--- config.mk ---
export PLATFORM = sky130hd
export DESIGN_NAME = cdb_arbiter_flat
export DESIGN_NICKNAME = d
export VERILOG_FILES = /design/src/rtl/cdb_arbiter_pkg.sv /design/src/rtl/cdb_arbiter_if.sv /design/src/rtl/cdb_arbiter_rr_picker.sv /design/src/rtl/cdb_arbiter.sv /design/src/flat_wrapper.sv
export SDC_FILE = /design/constraint.sdc
export NUM_CORES = 1
export LEC_CHECK = 0
export CORE_ASPECT_RATIO = 1.2
export CORE_MARGIN = 2
export CORE_UTILIZATION = 45
export DETAILED_ROUTE_END_ITERATION = 8
export PLACE_DENSITY = 0.81
export SYNTH_ARGS = -nofsm -noshare
export SYNTH_HDL_FRONTEND = slang
export SYNTH_HIERARCHICAL = 1
export SYNTH_SLANG_ARGS = --single-unit
--- constraint.sdc ---
create_clock -name clock_i -period 4.1 [get_ports clock_i]
set_input_delay 0.41 -clock clock_i [delete_from_list [all_inputs] [get_ports clock_i]]
set_output_delay 0.41 -clock clock_i [all_outputs]
set_load 0.005 [all_outputs]
--- src/rtl/cdb_arbiter_pkg.sv ---
// cdb_arbiter_pkg: shared state encoding and CDB constants for the CDB arbiter
package cdb_arbiter_pkg;
  typedef enum logic [1:0] {IDLE, GRANT, RELEASE} state_e;
  localparam int NO_RS = 0;
  localparam int DEF_DATA_W = 32;
  localparam int DEF_SOURCE_W = 6;
endpackage

--- src/rtl/cdb_arbiter_if.sv ---
// cdb_arbiter_if: request/transmit handshake plus CDB snoop bundle
interface cdb_arbiter_if import cdb_arbiter_pkg::*; #(
  parameter int NUM_UNITS = 4,
  parameter int DATA_W = DEF_DATA_W,
  parameter int SOURCE_W = DEF_SOURCE_W
);
  logic [NUM_UNITS-1:0] rts;
  logic [NUM_UNITS-1:0] xmit;
  logic [DATA_W-1:0] cdb_data;
  logic [SOURCE_W-1:0] cdb_source;
  logic cdb_write;
  logic bus_valid;
  logic [DATA_W-1:0] bus_data;
  logic [SOURCE_W-1:0] bus_source;
  logic busy;
  logic error;
  modport master (
    input rts, cdb_data, cdb_source, cdb_write,
    output xmit, bus_valid, bus_data, bus_source, busy, error
  );
  modport slave (
    output rts, cdb_data, cdb_source, cdb_write,
    input xmit, bus_valid, bus_data, bus_source, busy, error
  );
endinterface

--- src/rtl/cdb_arbiter_rr_picker.sv ---
// cdb_arbiter_rr_picker: first set request at or after ptr, wrapping, as one-hot and index
module cdb_arbiter_rr_picker #(
  parameter int N = 4,
  localparam int PW = $clog2(N)
) (
  input  logic [N-1:0]  req_i,
  input  logic [PW-1:0] ptr_i,
  output logic [N-1:0]  gnt_o,
  output logic [PW-1:0] idx_o,
  output logic          any_o
);
  always_comb begin
    idx_o = '0;
    for (int o = N - 1; o >= 0; o--) begin
      if (req_i[PW'((int'(ptr_i) + o) % N)]) idx_o = PW'((int'(ptr_i) + o) % N);
    end
    any_o = |req_i;
    gnt_o = any_o ? N'(1) << idx_o : '0;
  end
endmodule

--- src/rtl/cdb_arbiter.sv ---
// cdb_arbiter: round-robin CDB grant with fixed hold/gap windows and registered broadcast capture
module cdb_arbiter import cdb_arbiter_pkg::*; #(
  parameter int NUM_UNITS = 4,
  parameter int XMIT_CYCLES = 1,
  parameter int GAP_CYCLES = 1,
  parameter int DATA_W = DEF_DATA_W,
  parameter int SOURCE_W = DEF_SOURCE_W
) (
  input logic clock_i,
  input logic reset_n_i,
  cdb_arbiter_if.master cdb
);
  localparam int PW = $clog2(NUM_UNITS);
  localparam int CW = $clog2(XMIT_CYCLES + GAP_CYCLES + 1);
  state_e state_q, state_d;
  logic [NUM_UNITS-1:0] xmit_q, xmit_d, gnt;
  logic [PW-1:0] idx_q, idx_d, rr_q, rr_d, pidx;
  logic [CW-1:0] cnt_q, cnt_d;
  logic [DATA_W-1:0] data_q, data_d;
  logic [SOURCE_W-1:0] src_q, src_d;
  logic valid_q, valid_d, err_q, err_d, busy_q, any, cap, good;
  cdb_arbiter_rr_picker #(.N(NUM_UNITS)) u_pick (
    .req_i(cdb.rts), .ptr_i(rr_q), .gnt_o(gnt), .idx_o(pidx), .any_o(any)
  );
  always_ff @(posedge clock_i) begin
    if (!reset_n_i) state_q <= IDLE;
    else state_q <= state_d;
  end
  assign cap = state_q == GRANT && cnt_q == '0;
  always_comb begin
    state_d = state_q == IDLE  ? (any ? GRANT : IDLE) :
              state_q == GRANT ? (cnt_q == '0 ? RELEASE : GRANT) :
                                 (cnt_q == '0 ? IDLE : RELEASE);
  end
  // a broadcast is only valid when the bus is actively written with a real tag
  assign good = cdb.cdb_write === 1'b1 && cdb.cdb_source != SOURCE_W'(NO_RS);
  always_comb begin
    cnt_d = state_q == IDLE ? CW'(XMIT_CYCLES - 1) : cap ? CW'(GAP_CYCLES - 1) : cnt_q - CW'(cnt_q != '0);
    xmit_d = state_q == IDLE ? gnt : cap ? '0 : xmit_q;
    idx_d = state_q == IDLE && any ? pidx : idx_q;
    rr_d = cap ? (idx_q == PW'(NUM_UNITS - 1) ? '0 : idx_q + PW'(1)) : rr_q;
    valid_d = cap && good;
    data_d = valid_d ? cdb.cdb_data : data_q;
    src_d = valid_d ? cdb.cdb_source : src_q;
    err_d = cap ? !good : state_q != GRANT && cdb.cdb_write === 1'b1;
  end
  always_ff @(posedge clock_i) begin
    if (!reset_n_i) begin
      xmit_q <= '0;
      idx_q <= '0;
      rr_q <= '0;
      cnt_q <= '0;
      valid_q <= 1'b0;
      data_q <= '0;
      src_q <= '0;
      err_q <= 1'b0;
      busy_q <= 1'b0;
    end else begin
      xmit_q <= xmit_d;
      idx_q <= idx_d;
      rr_q <= rr_d;
      cnt_q <= cnt_d;
      valid_q <= valid_d;
      data_q <= data_d;
      src_q <= src_d;
      err_q <= err_d;
      busy_q <= state_d != IDLE;
    end
  end
  assign cdb.xmit = xmit_q;
  assign cdb.bus_valid = valid_q;
  assign cdb.bus_data = data_q;
  assign cdb.bus_source = src_q;
  assign cdb.busy = busy_q;
  assign cdb.error = err_q;
endmodule

--- src/flat_wrapper.sv ---
// flat-port wrapper written by rule: the top's interface ports become plain ports
module cdb_arbiter_flat import cdb_arbiter_pkg::*;
#(
  parameter int NUM_UNITS = 4,
  parameter int XMIT_CYCLES = 1,
  parameter int GAP_CYCLES = 1,
  parameter int DATA_W = DEF_DATA_W,
  parameter int SOURCE_W = DEF_SOURCE_W
)
  (clock_i, reset_n_i, cdb_rts, cdb_cdb_data, cdb_cdb_source, cdb_cdb_write, cdb_xmit, cdb_bus_valid, cdb_bus_data, cdb_bus_source, cdb_busy, cdb_error);
  cdb_arbiter_if #(.NUM_UNITS(NUM_UNITS), .DATA_W(DATA_W), .SOURCE_W(SOURCE_W)) cdb_i ();
  input logic clock_i;
  input logic reset_n_i;
  input wire logic [$bits(cdb_i.rts)-1:0] cdb_rts;
  input wire logic [$bits(cdb_i.cdb_data)-1:0] cdb_cdb_data;
  input wire logic [$bits(cdb_i.cdb_source)-1:0] cdb_cdb_source;
  input wire logic [$bits(cdb_i.cdb_write)-1:0] cdb_cdb_write;
  output wire logic [$bits(cdb_i.xmit)-1:0] cdb_xmit;
  output wire logic [$bits(cdb_i.bus_valid)-1:0] cdb_bus_valid;
  output wire logic [$bits(cdb_i.bus_data)-1:0] cdb_bus_data;
  output wire logic [$bits(cdb_i.bus_source)-1:0] cdb_bus_source;
  output wire logic [$bits(cdb_i.busy)-1:0] cdb_busy;
  output wire logic [$bits(cdb_i.error)-1:0] cdb_error;
  assign cdb_i.rts = cdb_rts;
  assign cdb_i.cdb_data = cdb_cdb_data;
  assign cdb_i.cdb_source = cdb_cdb_source;
  assign cdb_i.cdb_write = cdb_cdb_write;
  assign cdb_xmit = cdb_i.xmit;
  assign cdb_bus_valid = cdb_i.bus_valid;
  assign cdb_bus_data = cdb_i.bus_data;
  assign cdb_bus_source = cdb_i.bus_source;
  assign cdb_busy = cdb_i.busy;
  assign cdb_error = cdb_i.error;
  cdb_arbiter #(.NUM_UNITS(NUM_UNITS), .XMIT_CYCLES(XMIT_CYCLES), .GAP_CYCLES(GAP_CYCLES), .DATA_W(DATA_W), .SOURCE_W(SOURCE_W)) u_core (.clock_i(clock_i), .reset_n_i(reset_n_i), .cdb(cdb_i));
endmodule
# Yosys cells after proc, flatten, opt, wreduce, memory -nomap -nowiden
# Index checks and enable logic that the tools add are counted.
op_classes:
  order_cmp: 4
  n_bitwise: 1
  mux: 26
  addsub: 5
  multipliers: 0
  n_shift: 1
  div_mod_pow: 0
  n_eq_ne: 4
  reduce_logical: 14
op_table:
  columns: ["operator", "count"]
  rows:
  - ["$mux 2", 9]
  - ["$lt 2x4->1 const B", 4]
  - ["$mux 4", 3]
  - ["$mux 1", 10]
  - ["$bmux 1 s2", 4]
  - ["$reduce_bool 2->1", 3]
  - ["$reduce_bool 6->1", 1]
  - ["$logic_and 1x1->1", 5]
  - ["$add 2x1->2 const B", 2]
  - ["$add 2x2->2 const B", 2]
  - ["$logic_not 2->1", 2]
  - ["$reduce_or 4->1", 1]
  - ["$shl 1x2->4 const A", 1]
  - ["$reduce_or 3->1", 1]
  - ["$eq 2x1->1 const B", 1]
  - ["$eq 2x2->1 const B", 1]
  - ["$ne 2x1->1 const B", 1]
  - ["$sub 2x1->2", 1]
  - ["$eqx 1x1->1 const B", 1]
  - ["$logic_not 1->1", 1]
  - ["$not 1->1", 1]
totals:
  rom_bits: 0
  ff_bits: 53
  mem_count: 0
  latch_bits: 0
  ramBits: 0
  inputBits: 45

# Logic depth before layout (Yosys ltp)
# Gate-level depths: netlist of the first run.
depth:
  word_depth: 11
  depth_mapped: 9
  mapped_depth_nobuf: 6

# By module
# Netlist of the first run, hierarchy kept.
modules_own_cells:
  columns: ["module", "area_each_um2", "instances", "cells_per_inst"]
  rows:
  - ["cdb_arbiter", 2134.5, 1, 234]
  - ["cdb_arbiter_rr_picker", 211.5, 1, 33]

# Worst setup path after synthesis of the first run
# Ideal clock, no wire load.
synth_timing:
  path_kind: "flip-flop to flip-flop"
  start: "register u_core.cnt_q[1]"
  end: "register u_core.data_q[10] (netlist: u_core/cdb.bus_data[10])"
  path_slack_ns: 2.313
  t_arrival_ns: 1.715
  t_required_ns: 4.028
  setup_ns: 0.072
  synth_period_minus_slack_ns: 1.787
  path_stages_with_launch: 10
  cell_sequence: "dfxtp_1 or2_2 inv_1 ha_1 buf_4 nand2_2 a31oi_1 buf_6 buf_6 mux2i_1"
synth_between:
  elab_chain_len: 3
synth_lines:
  columns: ["item", "line_no", "rtl"]
  rows:
  - ["from (decl)", "cdb_arbiter.sv:18", "logic [CW-1:0] cnt_q, cnt_d;"]
  - ["from (signal assigned)", "cdb_arbiter.sv:62", "cnt_q <= cnt_d;"]
  - ["$logic_not 2->1", "cdb_arbiter.sv:29", "assign cap = state_q == GRANT && cnt_q == '0;"]
  - ["$logic_and 1x1->1", "cdb_arbiter.sv:29", null]
  - ["named net u_core.cap", "cdb_arbiter.sv:21", "logic valid_q, valid_d, err_q, err_d, busy_q, any, cap, good;"]
  - ["$logic_and 1x1->1", "cdb_arbiter.sv:42", "valid_d = cap && good;"]
  - ["to (signal assigned)", "cdb_arbiter.sv:64", "data_q <= data_d;"]
  - ["to (decl)", "cdb_arbiter.sv:19", "logic [DATA_W-1:0] data_q, data_d;"]
# The timed path passes the listed nets, and every way through them passes these cells.
# A chain may end at the register's enable or synchronous reset.

# Worst setup path after layout of the first run
layout_timing:
  start: "register u_core.cnt_q[1]"
  end: "register u_core.data_q[12] (netlist: u_core/cdb.bus_data[12])"
# Same word-level chain as after synthesis.

==> impl_metrics.ini, run 1 <==
[routing]
vias = 2008
routed_wl_mm = 5.09
final_antenna_net_count = 0
via_per_inst = 4.95
drt_first_pass_iters = 4
wire_per_inst_um = 12.5
drc = 0
dr.first_iter.drc_count = 106

[die]
dieArea_um2 = 5810
ios = 90
die_w_um = 69.9
start_util_pct = 47.2
fp.dieH_um = 83.1
coreArea_um2 = 4970
placementRows = 28

[synthesis]
synth-simple-area-share_pct = 21.1
synthesis.instances = 267
synth_edf_count = 0
synthesis.area_um2 = 2350
yosysSeqAreaShare_pct = 45.2
avgSynthCellArea_um2 = 8.79
synthesis.nets = 315
synth_flop_cell = dfxtp_1
synth_fa_ha_area_share_pct = 1.60
synth.distinct_cells = 31
synthMuxAreaShare_pct = 15.8
async_flop_share_pct = 0
synth_xor_xnor_area_share_pct = 0
synth_seq_cells = 53
synth_top_family_by_area = simple AND/OR/NAND/NOR gates
synth_compound_area_share_pct = 9.55
ys_warn_count = 6

[cells_and_area]
nNetsFinal = 393
antennaDiodeCount = 0
design_area_um2 = 3330
fin_util_pct = 66.9
syn_to_final_growth_pct = 41.9
fill_cells = 418
drive_above_1_share_pct = 4.91

[hold_path]
hp-start = u_core/cnt_q[0]
hp-class = reg2reg

[critical_path]
cp-startpoint = u_core/cnt_q[1]
worst-setup-path-type = reg2reg
crit_chain = or2_2 -> inv_1 -> ha_1 -> nand2_2 -> a31oi_4 -> buf_4 -> mux2i_1
max_stage_delay_ns = 0.56
arrival_ns = 2.80
crit_fanout = 23
slowest_stage = a31oi_4
path_buf_inv = 2
worst_ep_required_time_ns = 4.33
timing.rr.start = u_core/cnt_q[1]
setup.worst_path.end_class = register
cp_top_family = compound AO/OA/AOI/OAI gates
critPathLaunchType = register

[sta]
layout_setup_ws_ns = 1.52
maxSlewHeadroom_pct = 57.4
layout_min_cycle_time_ns = 2.58
finClkSkew_ns = 0.00430
min_period_over_period_pct = 62.9
timing.final.max_slew_violations = 0
rsz0062_at_grt = false
holdWs_ns = 0.436
tightest_slew_ns = 0.638
setup_viol = 0
hold_viol_final = 0
setup_tns_ns = 0
fmax_mhz = 388

[clock_network]
cts_tree = built
cts_setup_buffers = 0
cts_buffer_depth = 2
clock_latency_ns = 0.29
clock_sinks = 53
clk_pin_slew_ns = 0.09
cts_resized = 0
cts-root-buf = clkbuf_8
ctsHoldBuffers = 0
numCtsBuffers = 5
htreeDepth = 2

[grt]
grt_pass1_vias = 1871
grtUsageTotal_pct = 17.7
grt_pass1_wl_mm = 8.57
antenna_found_initial = 0
overflow = 0
grt_max_degree = 51

[run]
drv.max_cap_violation_count = 0

[placement]
place.gp.congestion = 0.773
place_ws_ns = 1.49
hpwl_mm = 3.63
port-buffer-count = 89
place_area_um2 = 3210

[power]
powerDensity_nw_per_um2 = 336
ir_worst_vdd_mv = 0.175
p_leak_uw = 0.00127

[status]
outcome = completed
[worst reg2reg max path, stage by stage, from the launching register on]
cell     delay [ns]
dfxtp_1        0.32
or2_2          0.30
inv_1          0.06
ha_1           0.34
nand2_2        0.21
a31oi_4        0.56
buf_4          0.48
mux2i_1        0.24
[logic make-up after synthesis]
family                   after synthesis
buffers and inverters                 29
adder cells (fa/ha/maj)                3
AO/OA/AOI/OAI                         34
multiplexers                          37
AND/OR/NAND/NOR                      111
flip-flops                            53
[metrics by stage]
stage / std cells / power [µW]
finish: 406 / 1120
global route: 406 / 1180
CTS: 406 / 1140
detailed placement: 398 / 775
global placement: 398 / 772
floorplan: 267 / 674
[routing by layer]
layer	wire length (µm)	global-route usage, %	part of all wire (%)
met5	0	0	0
met4	44	4.72	0.86
met3	465	6.07	9.1
met2	2390	28.4	47
met1	2190	22.7	43
[sequential cells by signal, indices dropped and copies added, names as in the netlist]
register / cells
u_core/cdb.bus_source: 6
u_core/state_q: 2
u_core/cdb.busy: 1
u_core/cnt_q: 2
u_core/rr_q: 2
u_core/idx_q: 2
u_core/cdb.xmit: 4
u_core/cdb.bus_data: 32
u_core/cdb.error: 1
u_core/cdb.bus_valid: 1
[synth_stat cells, types with 4 or more instances]
master | n | area (µm²)
nor2_1 | 8 | 30.0
o22ai_1 | 7 | 43.8
inv_1 | 9 | 33.8
nor2b_1 | 6 | 37.5
nand3b_1 | 4 | 30.0
buf_6 | 5 | 56.3
dfxtp_1 | 53 | 1060
a21boi_0 | 6 | 45.0
mux2i_1 | 37 | 370
a21oi_1 | 8 | 40.0
nand2_1 | 82 | 308
clkbuf_1 | 11 | 41.3
[where the power goes]
group          internal (µW)  total (µW)  switching, µW  leakage (µW)
Clock                    199         356            157     0.0000585
Sequential               543         561           18.4      0.000432
Combinational            119         202           82.9      0.000777
[layout by cell type, fill, tap and decap left out, types with 3 or more instances in the layout]
cell             instances
a21boi_0                 6
a21oi_1                  8
clkbuf_8                 6
clkdlybuf4s50_1         88
dfxtp_1                 53
ha_1                     3
inv_1                    9
mux2i_1                 37
nand2_1                 82
nand3b_1                 4
nor2_1                   8
nor2b_1                  6
o21ai_0                  3
o22ai_1                  7
[final cells by class]
type	count	area (µm²)	area share, %
multi-input cells	185	1140	34.3
clock inverters	1	30.0	0.902
flip-flops and latches	53	1060	31.9
inverters	9	33.8	1.02
repair buffers	91	901	27.1
well taps	60	75.1	2.26
clock buffers	7	86.3	2.59
[final timing paths]
kind                             end  slack, ns  cells past startpoint
max          u_core/cdb.bus_data[12]       1.52                      7
min                  u_core/cnt_q[0]       0.44                      1
max reg2reg  u_core/cdb.bus_data[12]       1.52                      7
min reg2reg          u_core/cnt_q[0]       0.44                      1
Note: power is estimated with default switching activity, not from simulation.
==> inputs of run 2 (changes only) <==
Settings changed: CORE_UTILIZATION 45 to 44, PLACE_DENSITY 0.81 to 0.79.
Clock period 4.1 ns to 2.6 ns, I/O delays scaled along.
==> run 2 against run 1 <==
Clock skew about the same. Total power is 59% higher. Critical path depth unchanged. First-iteration DRC count fell by 58%. Worst hold slack better by 0.0024 ns. Design area is 0.94% higher. Register-to-register slack got worse by 1.1 ns. Setup slack lost 1.1 ns. Flip-flop and latch count unchanged. Final cell count grew 0.49%. Maximum frequency is 18% higher. Via count is essentially flat. Critical endpoint is now u_core/cdb.bus_data[19].
==> impl_metrics.ini, run 2 (same netlist as run 1, synthesis figures left out) <==
[routing]
wl_met1_mm = 2.05
drc = 0
vias = 2009
final_antenna_net_count = 0
via_per_inst = 4.92
wl_met2_mm = 2.35
dr.first_iter.drc_count = 45
top_layer = met4
routed_wl_mm = 4.93
wire_per_inst_um = 12.1
drt_first_pass_iters = 4
wl_met3_um = 448

[cells_and_area]
layout_common_cells = clkdlybuf4s50_1, nand2_1, dfxtp_1
syn_to_final_growth_pct = 43.2
largest_reg_flops = 32
layout.cells.non_filler = 408
nNetsFinal = 393
design_area_um2 = 3360
drive_above_1_share_pct = 5.20
antennaDiodeCount = 0
seq_area_um2 = 1060
fill_cells = 470
multi_input_area_um2 = 1140
layout.cells.most_common = clkdlybuf4s50_1

[sta]
timing.final.max_slew_violations = 0
tightest_slew_ns = 0.549
rsz0062_at_grt = false
setup_viol = 0
layout_min_cycle_time_ns = 2.18
holdWs_ns = 0.438
hold_viol_final = 0
maxSlewHeadroom_pct = 63.4
finClkSkew_ns = 0.00406
fmax_mhz = 459
min_period_over_period_pct = 83.8
setup_tns_ns = 0

[power]
p_sw_share_pct = 23.7
pwr-share-comb_pct = 18.1
ir_worst_vdd_mv = 0.381
internal_power_uw = 1360
p_clk_share_pct = 32.3
powerDensity_nw_per_um2 = 531
power.switching_uw = 422
p_leak_uw = 0.00127
finalPower_uw = 1780
p_seq_share_pct = 49.6

[grt]
antenna_found_initial = 0
grt_pass1_vias = 2025
overflow = 0
grtUsageTotal_pct = 17.2
grt_pass1_wl_mm = 8.48
grt_max_degree = 59

[clock_network]
ctsHoldBuffers = 0
cts_setup_buffers = 0
cts_buffer_depth = 2
clock_sinks = 53
clk_pin_slew_ns = 0.09
htreeDepth = 2
numCtsBuffers = 5
clock_latency_ns = 0.30
cts_resized = 0
cts_tree = built
cts-root-buf = clkbuf_8

[critical_path]
crit_chain = or2_2 -> inv_1 -> ha_1 -> nand2_2 -> a31oi_4 -> buf_12 -> mux2i_1
worst-setup-path-type = reg2reg
cp_top_family = simple AND/OR/NAND/NOR gates
arrival_ns = 2.41
cp-startpoint = u_core/cnt_q[1]
path_buf_inv = 2
rrSetupSlack_ns = 0.42
timing.rr.start = u_core/cnt_q[1]
critPathLaunchType = register
worst_ep_required_time_ns = 2.83
rr_worst_depth = 7
max_stage_delay_ns = 0.39
slowest_stage = a31oi_4
setup.worst_path.end_class = register
crit_fanout = 30
rr_endpoint = u_core/cdb.bus_data[19]

[hold_path]
hp-class = reg2reg
min_to = u_core/cnt_q[0]
hp-start = u_core/cnt_q[0]
hold-path-cell-count = 1

[run]
drv.max_cap_violation_count = 0

[placement]
place_area_um2 = 3240
hpwl_mm = 3.56
dp.cells = 400
port-buffer-count = 89
place.gp.congestion = 0.769

[die]
placementRows = 29
die_w_um = 70.7
fp.dieH_um = 84.0
coreArea_um2 = 5230
start_util_pct = 44.9
ios = 90
dieArea_um2 = 5930

[status]
outcome = completed
-- run 2: metal layers --
metal / vias up / GRT usage (%)
met1: 905 / 19.3
met4: 0 / 4.80
met3: 8 / 7.13
met2: 63 / 29.8
li1: 1033 / -
met5: - / 0
-- run 2: worst max path at each step --
| stage | endpoint | slack [ns] | depth (start not counted) |
|---|---|---|---|
| floorplan | u_core/cdb.bus_data[10] | 0.81 | 9 |
| global placement | u_core/cdb.bus_data[2] | 0.46 | 7 |
| detailed placement | u_core/cdb.bus_data[19] | 0.41 | 7 |
| CTS | u_core/cdb.bus_data[19] | 0.39 | 7 |
| global route | u_core/cdb.bus_data[14] | 0.21 | 7 |
| finish | u_core/cdb.bus_data[19] | 0.42 | 7 |
-- run 2: worst register-to-register path, delay by kind of cell, from the launching register on --
kind                       cells  cell delay, ns
adders and majority gates      1            0.33
buffers and inverters          2            0.35
and+or+nand+nor                2            0.50
AOI/OAI and AO/OA              1            0.39
DFF                            1            0.32
muxes                          1            0.22
-- run 2: power by group through the flow --
| stage | sequential [µW] | clock, µW | combinational, µW |
|---|---|---|---|
| 6_report | 884 | 576 | 323 |
| 5_1_grt | 890 | 632 | 356 |
| 4_1_cts | 884 | 597 | 327 |
| 3_5_place_dp | 902 | 0 | 326 |
| 3_3_place_gp | 902 | 0 | 322 |
| 2_1_floorplan | 901 | 0 | 162 |
-- run 2: final cells by class --
type	instances	share of cell area, %
multi-input combinational	185	34.0
sequential	53	31.6
timing repair buffer	91	27.6
clock buffer	6	2.46
tap	62	2.31
clock inverter	2	1.12
inverter	9	1.01
-- run 2: metrics by stage --
step           utilization (%)  worst slack (ns)
3_3_place_gp              62.0             0.461
6_report                  64.3             0.421
3_5_place_dp              62.0             0.412
2_1_floorplan                -             0.813
5_1_grt                   64.3             0.209
4_1_cts                   64.3             0.386
